## src/rtl/alu_issue_stage.sv

```systemverilog
// rtl/alu_issue_stage.sv - two-entry skid buffer issuing resolved operands to the ALU
// Define ALU_ISSUE_FWD_EN to enable EX/MEM operand forwarding at accept time.
module alu_issue_stage #(
   parameter int XLEN = 32
) (
   input  logic            clk,
   input  logic            reset,
   input  logic            flush,
   input  logic            inValid,
   output logic            inReady,
   input  logic [3:0]      inCtrl,
   input  logic [4:0]      inRs1,
   input  logic [4:0]      inRs2,
   input  logic [XLEN-1:0] inRs1Data,
   input  logic [XLEN-1:0] inRs2Data,
   input  logic [XLEN-1:0] inImm,
   input  logic            inUseImm,
   input  logic [4:0]      inRd,
   input  logic            fwdExValid,
   input  logic [4:0]      fwdExRd,
   input  logic [XLEN-1:0] fwdExData,
   input  logic            fwdMemValid,
   input  logic [4:0]      fwdMemRd,
   input  logic [XLEN-1:0] fwdMemData,
   output logic            outValid,
   input  logic            outReady,
   output logic [3:0]      ctrlSignal,
   output logic [XLEN-1:0] op1,
   output logic [XLEN-1:0] op2,
   output logic [4:0]      outRd
);

   localparam int EW = 4 + 2 * XLEN + 5;

   typedef enum logic [1:0] {EMPTY, ONE, TWO} state_t;

   state_t          state_q, state_d;
   logic            in_ready_q, in_ready_d;
   logic [EW-1:0]   main_q, main_d;
   logic [EW-1:0]   skid_q, skid_d;
   logic [EW-1:0]   new_entry;
   logic [XLEN-1:0] op1_res, op2_res;
   logic            accept, consume;

`ifdef ALU_ISSUE_FWD_EN
   // EX is the younger producer, so it wins over MEM; x0 is never forwarded.
   function automatic logic [XLEN-1:0] fwd(input logic [4:0] r, input logic [XLEN-1:0] d);
      if (r != 5'd0 && fwdExValid && fwdExRd == r)
         return fwdExData;
      else if (r != 5'd0 && fwdMemValid && fwdMemRd == r)
         return fwdMemData;
      else
         return d;
   endfunction

   assign op1_res = fwd(inRs1, inRs1Data);
   assign op2_res = inUseImm ? inImm : fwd(inRs2, inRs2Data);
`else
   logic unused_fwd;
   assign unused_fwd = &{1'b0, fwdExValid, fwdExRd, fwdExData, fwdMemValid, fwdMemRd,
                         fwdMemData, inRs1, inRs2};
   assign op1_res = inRs1Data;
   assign op2_res = inUseImm ? inImm : inRs2Data;
`endif

   assign new_entry = {inCtrl, op1_res, op2_res, inRd};
   assign accept    = inValid && in_ready_q;
   assign consume   = (state_q != EMPTY) && outReady;

   always_comb begin
      state_d = state_q;
      main_d  = main_q;
      skid_d  = skid_q;
      case (state_q)
         EMPTY: begin
            if (accept) begin
               main_d  = new_entry;
               state_d = ONE;
            end
         end
         ONE: begin
            if (accept && consume) begin
               main_d = new_entry;
            end else if (accept) begin
               skid_d  = new_entry;
               state_d = TWO;
            end else if (consume) begin
               state_d = EMPTY;
            end
         end
         TWO: begin
            if (consume) begin
               main_d  = skid_q;
               skid_d  = '0;
               state_d = ONE;
            end
         end
         default: state_d = EMPTY;
      endcase
      if (flush) begin
         state_d = EMPTY;
         skid_d  = '0;
      end
      // Ready is a pure function of the next state, so it never sees outReady combinationally.
      in_ready_d = (state_d != TWO);
   end

   always_ff @(posedge clk or posedge reset) begin
      if (reset) begin
         state_q    <= EMPTY;
         in_ready_q <= 1'b1;
         main_q     <= '0;
         skid_q     <= '0;
      end else begin
         state_q    <= state_d;
         in_ready_q <= in_ready_d;
         main_q     <= main_d;
         skid_q     <= skid_d;
      end
   end

   assign inReady  = in_ready_q;
   assign outValid = (state_q != EMPTY);
   assign {ctrlSignal, op1, op2, outRd} = main_q;

endmodule

```

## config.mk

```make
export PLATFORM = sky130hd
export DESIGN_NAME = alu_issue_stage
export DESIGN_NICKNAME = d
export VERILOG_FILES = /design/src/rtl/alu_issue_stage.sv
export SDC_FILE = /design/constraint.sdc
export NUM_CORES = 1
export LEC_CHECK = 0
export BUFFER_PORTS_ARGS = -buffer_cell sky130_fd_sc_hd__buf_2
export CORE_MARGIN = 4
export CORE_UTILIZATION = 48
export CTS_CLUSTER_SIZE = 30
export DETAILED_ROUTE_END_ITERATION = 8
export PLACE_DENSITY_LB_ADDON = 0.1
export SETUP_SLACK_MARGIN = 0.1
export SYNTH_ARGS = -nofsm -noshare
export SYNTH_HDL_FRONTEND = slang
export SYNTH_SLANG_ARGS = --single-unit
export TNS_END_PERCENT = 30
```

## constraint.sdc

```tcl
create_clock -name clk -period 5.9 [get_ports clk]
set_clock_uncertainty 0.1 [all_clocks]
set_input_delay 0.885 -clock clk [delete_from_list [all_inputs] [get_ports clk]]
set_output_delay 0.885 -clock clk [all_outputs]
set_load 0.01 [all_outputs]
```

# ---- Word-level counts from Yosys, hierarchy flattened
# Cells that the tools add are included.
dict set report op_classes {
  n_reduce_logical 9
  n_mux 16
  n_eq_ne 9
}
# op n
set op_table {}
lappend op_table {{2-to-1 mux 73 bit} 6}
lappend op_table {{case mux 73 bit (3 select lines)} 1}
lappend op_table {{case mux 73 bit (2 select lines)} 1}
lappend op_table {{2-to-1 mux 32 bit} 1}
lappend op_table {{2-to-1 mux 2 bit} 6}
lappend op_table {{!= test 3 bit, second input constant} 3}
lappend op_table {{!= test 2 bit, second input constant} 4}
lappend op_table {{AND reduction 4 bit} 2}
lappend op_table {{case mux 2 bit (3 select lines)} 1}
lappend op_table {{nonzero test 3 bit} 2}
lappend op_table {{logical AND 1 bit} 3}
lappend op_table {{equality test 2 x 1 -> 1 bit, second input constant} 1}
lappend op_table {{equality test 2 bit, second input constant} 1}
lappend op_table {{zero test 2 bit} 1}
lappend op_table {{nonzero test 2 bit} 1}
dict set report totals {
  out_inout_bits 75
  reg_bits 149
  inputBits 197
  wordCells 38
}

# ---- Depth between registers and ports, before layout
dict set report logic_depth {
  depth_word 8
  mapped_depth 8
}

# ---- Worst setup path after synthesis
# OpenSTA, ideal clock, no wires.
dict set report synth_timing {
  kind {in2reg}
  start {input inUseImm}
  end {register main_q[29]}
  stages 5
  t_arrival_ps 1834
  slack_ps 3840
  required_time_ps 5674
  cell_sequence {clkbuf_1 > buf_2 > mux2_2 > mux2i_1 > a21oi_1}
}
dict set report synth_via {
  elab_chain_len 3
}
# item line
set synth_rtl {}
lappend synth_rtl {{start, declared} 17} ;# input logic inUseImm,
lappend synth_rtl {{2-to-1 mux 32 bit (*)} 63} ;# assign op2_res = inUseImm ? inImm : inRs2Data;
lappend synth_rtl {{2-to-1 mux 73 bit, on equally long branches} {82, 76}}
lappend synth_rtl {{case mux 73 bit (3 select lines) (*)} 74} ;# case (state_q)
lappend synth_rtl {{end signal, assigned} 117} ;# main_q <= main_d;
lappend synth_rtl {{end, declared} 39} ;# logic [EW-1:0] main_q, main_d;
# Every way passes the cells marked *; elsewhere a longest branch is shown, timed or not. The select of a mux whose other input is x is not followed.
# A chain may end at the register's enable or synchronous reset.

# ---- Worst setup path after layout
dict set report layout_timing {
  start {input outReady}
  end {register skid_q[53]}
}
dict set report layout_via {
  elab_chain_len 4
}
# item line
set layout_rtl {}
lappend layout_rtl {{start, declared} 26} ;# input logic outReady,
lappend layout_rtl {{logical AND 1 bit (*)} 68} ;# assign consume = (state_q != EMPTY) && outReady;
lappend layout_rtl {{logical AND 1 bit} 82} ;# if (accept && consume) begin
lappend layout_rtl {{!= test 3 bit (no line)} --}
lappend layout_rtl {{AND reduction 4 bit (no line) (*)} --}
lappend layout_rtl {{end signal, assigned} 118} ;# skid_q <= skid_d;
lappend layout_rtl {{end, declared} 40} ;# logic [EW-1:0] skid_q, skid_d;
# Every way passes the cells marked *; elsewhere a longest branch is shown, timed or not.

==> flow_metrics.tcl <==
set metrics [dict create \
    outcome "finished, final reports clean" \
    fin_nets 942 \
    hold_viol 0 \
    power.share.clock 0.402 \
    required_ps 6150 \
    critical_path_arrival_ps 2670 \
    irDropWorstVdd_v 0.000212 \
    h-tree-depth 4 \
    hold_buffers 0 \
    clock_path_buffers 2 \
    path_clk_slew_ps 60 \
    startpoint "outReady" \
    whs_ps 383 \
    final_common_cell "buf_2" \
    numCtsBuffers 17 \
    gp_congestion 0.785 \
    ant_nets 0 \
    cts_tree "yes" \
    fin_crit_ps 2420 \
    dp_hpwl_um 9840 \
    wl_met1_um 6540 \
    syn_area_per_cell_um2 11.3 \
    die_width_um 125 \
    wirelength_um 14900 \
    yosysUniqueCellTypes 32 \
    yosys_register_bits 149 \
    period_share 0.410 \
    dieArea_um2 15600 \
    cts_setup_buffers 0 \
    vias_per_cell 5.31 \
    grt_max_degree 103 \
    crit_fanout 46 \
    antenna_found_initial 1 \
    internal_power_mw 1.97 \
    wl_met3_um 1050 \
    report.final.slew_viol_count 0 \
    max_freq_ghz 0.413 \
    worstSetupPathType "in -> reg" \
    final_cell_mix "185 x buf_2, 148 x dfrtp_1, 82 x a21oi_1, 74 x mux2i_1, 74 x nor2_1" \
    core_area_um2 13300 \
    port_buffers 185 \
    rsz0062_at_grt "false" \
    seq_power_share 0.443 \
    n_antenna_cell 0 \
    vias 4955 \
    synthesis.area_um2 6580 \
    seq_area_frac_synth 0.567 \
    top_layer "met5" \
    hp-start "skid_q[26]" \
    clk_latency_ps 410 \
    netSwitchingFraction 0.261 \
    p_comb_frac 0.156 \
    p_leak_nw 4.17 \
    first_pass_iters 6 \
    hold_class "reg -> reg" \
    ys_warn_count 0 \
    initial_core_util 0.493 \
    switchingPower_uw 696 \
    grt_pass1_vias 4947 \
    grt_remaining_overflow 0 \
    syn-num-nets 781 \
    cts_resized 0 \
    synth_top_cell_area_share 0.563 \
    fp-row-count 42 \
    grt_pass1_wl_um 24700 \
    clock_sinks 149 \
    relSlewSlack 0.323 \
    dr_wl_met2_um 7070 \
    start_kind "input pin" \
    drtIter0Drc 268 \
    yosysTopAreaCell "dfrtp_1" \
    endpoint_kind "register" \
    route.detailed.drc 0 \
    power_density_nw_per_um2 331 \
    cap_violations 0 \
    synthCells 584 \
    worst_pin_slew_ps 1020 \
    area_growth_pct 22.4 \
    final.setup.tns_ps 0 \
    die_h_um 125 \
    wire_per_inst_um 16.0 \
    track_usage 0.192 \
    setup_viol 0 \
    reg2reg_from "state_q[0]" \
    drive_above_1_share 0.311 \
    cts_root_buf "clkbuf_16" \
    synthTopCellsByArea "dfrtp_1 56%, mux2i_1 11%, a21oi_1 6.2%" \
    num_io_pins 272 \
]
-- sequential cells by signal, summed over array words and instances (netlist names) --
signal / flops
inReady: 1
main_q: 73
skid_q: 73
state_q: 2
-- cell usage after synthesis --
cell type and instances:
mux2i_1 74, or2_1 1, nor2_4 2, clkbuf_2 1, nand2b_1 2, mux2_2 8, a211o_1 1, inv_1 2
dfstp_2 1, o22a_1 1, a21oi_1 82, dfrtp_1 148, nand3b_2 1, nand4b_4 1, o31ai_1 1, buf_8 4
buf_2 27, or3_1 1, or2_2 1, o2bb2ai_1 24, nand3_1 8, buf_6 4, nor2_1 74, o21a_1 1
nor2b_1 1, nor2_8 1, o21ai_1 4, buf_4 8, nand2_1 36, a22o_1 40, clkbuf_1 4, o21ai_0 20
-- path summary, 6_finish.rpt --
| kind | slack, ps | depth (start not counted) | endpoint |
|---|---|---|---|
| max | 3480 | 6 | skid_q[53] |
| min | 380 | 1 | skid_q[26] |
| max reg2reg | 3490 | 4 | main_q[38] |
| min reg2reg | 380 | 1 | skid_q[26] |
| max in group asynchronous | 3870 | 3 | main_q[53] |
| min in group asynchronous | 520 | 2 | skid_q[65] |
-- routing by layer --
| layer | vias up | global-route usage |
|---|---|---|
| li1 | 2411 | - |
| met1 | 2369 | 0.255 |
| met2 | 147 | 0.299 |
| met3 | 26 | 0.0640 |
| met4 | 2 | 0.0682 |
| met5 | - | 0 |
-- worst max-delay path: stages --
cell and delay (ps):
buf_2 150, nand3b_2 240, nand2b_1 150, nor2_4 420, buf_4 550, a22o_1 220
-- power by group through the flow --
| stage | Clock, mW | Sequential (mW) | Combinational (mW) |
|---|---|---|---|
| 3_5_place_dp | 0 | 1.20 | 0.422 |
| 3_3_place_gp | 0 | 1.19 | 0.412 |
| 4_1_cts | 1.10 | 1.18 | 0.424 |
| 6_report | 1.07 | 1.18 | 0.415 |
| 2_1_floorplan | 0 | 1.23 | 0.206 |
| 5_1_grt | 1.14 | 1.19 | 0.464 |
-- area by class of cell --
| cell class | count | area [um2] |
|---|---|---|
| clock buffers | 22 | 454 |
| clock inverters | 10 | 130 |
| repair buffers | 190 | 963 |
| flip-flops and latches | 149 | 3730 |
| multi-input cells | 385 | 2540 |
| fillers | 1177 | 5290 |
| well taps | 176 | 220 |
| inverters | 2 | 12.5 |
-- kinds of logic after synthesis --
group                  after synthesis  synth area share
AOI/OAI and AO/OA                  174             0.171
buffers and inverters               50            0.0498
DFF                                149             0.567
muxes                               82             0.126
and+or+nand+nor                    129            0.0863
-- per-stage QoR --
step,setup slack [ps],utilization,instances,power [mW],instance area [um2]
2_1_floorplan,909,-,584,1.44,6580
3_3_place_gp,3090,0.560,902,1.60,7470
3_5_place_dp,3080,0.560,902,1.62,7470
4_1_cts,3430,0.603,934,2.70,8050
5_1_grt,3280,0.603,934,2.80,8050
6_report,3480,0.603,934,2.67,8050
Note: power is estimated with default switching activity, not from simulation.
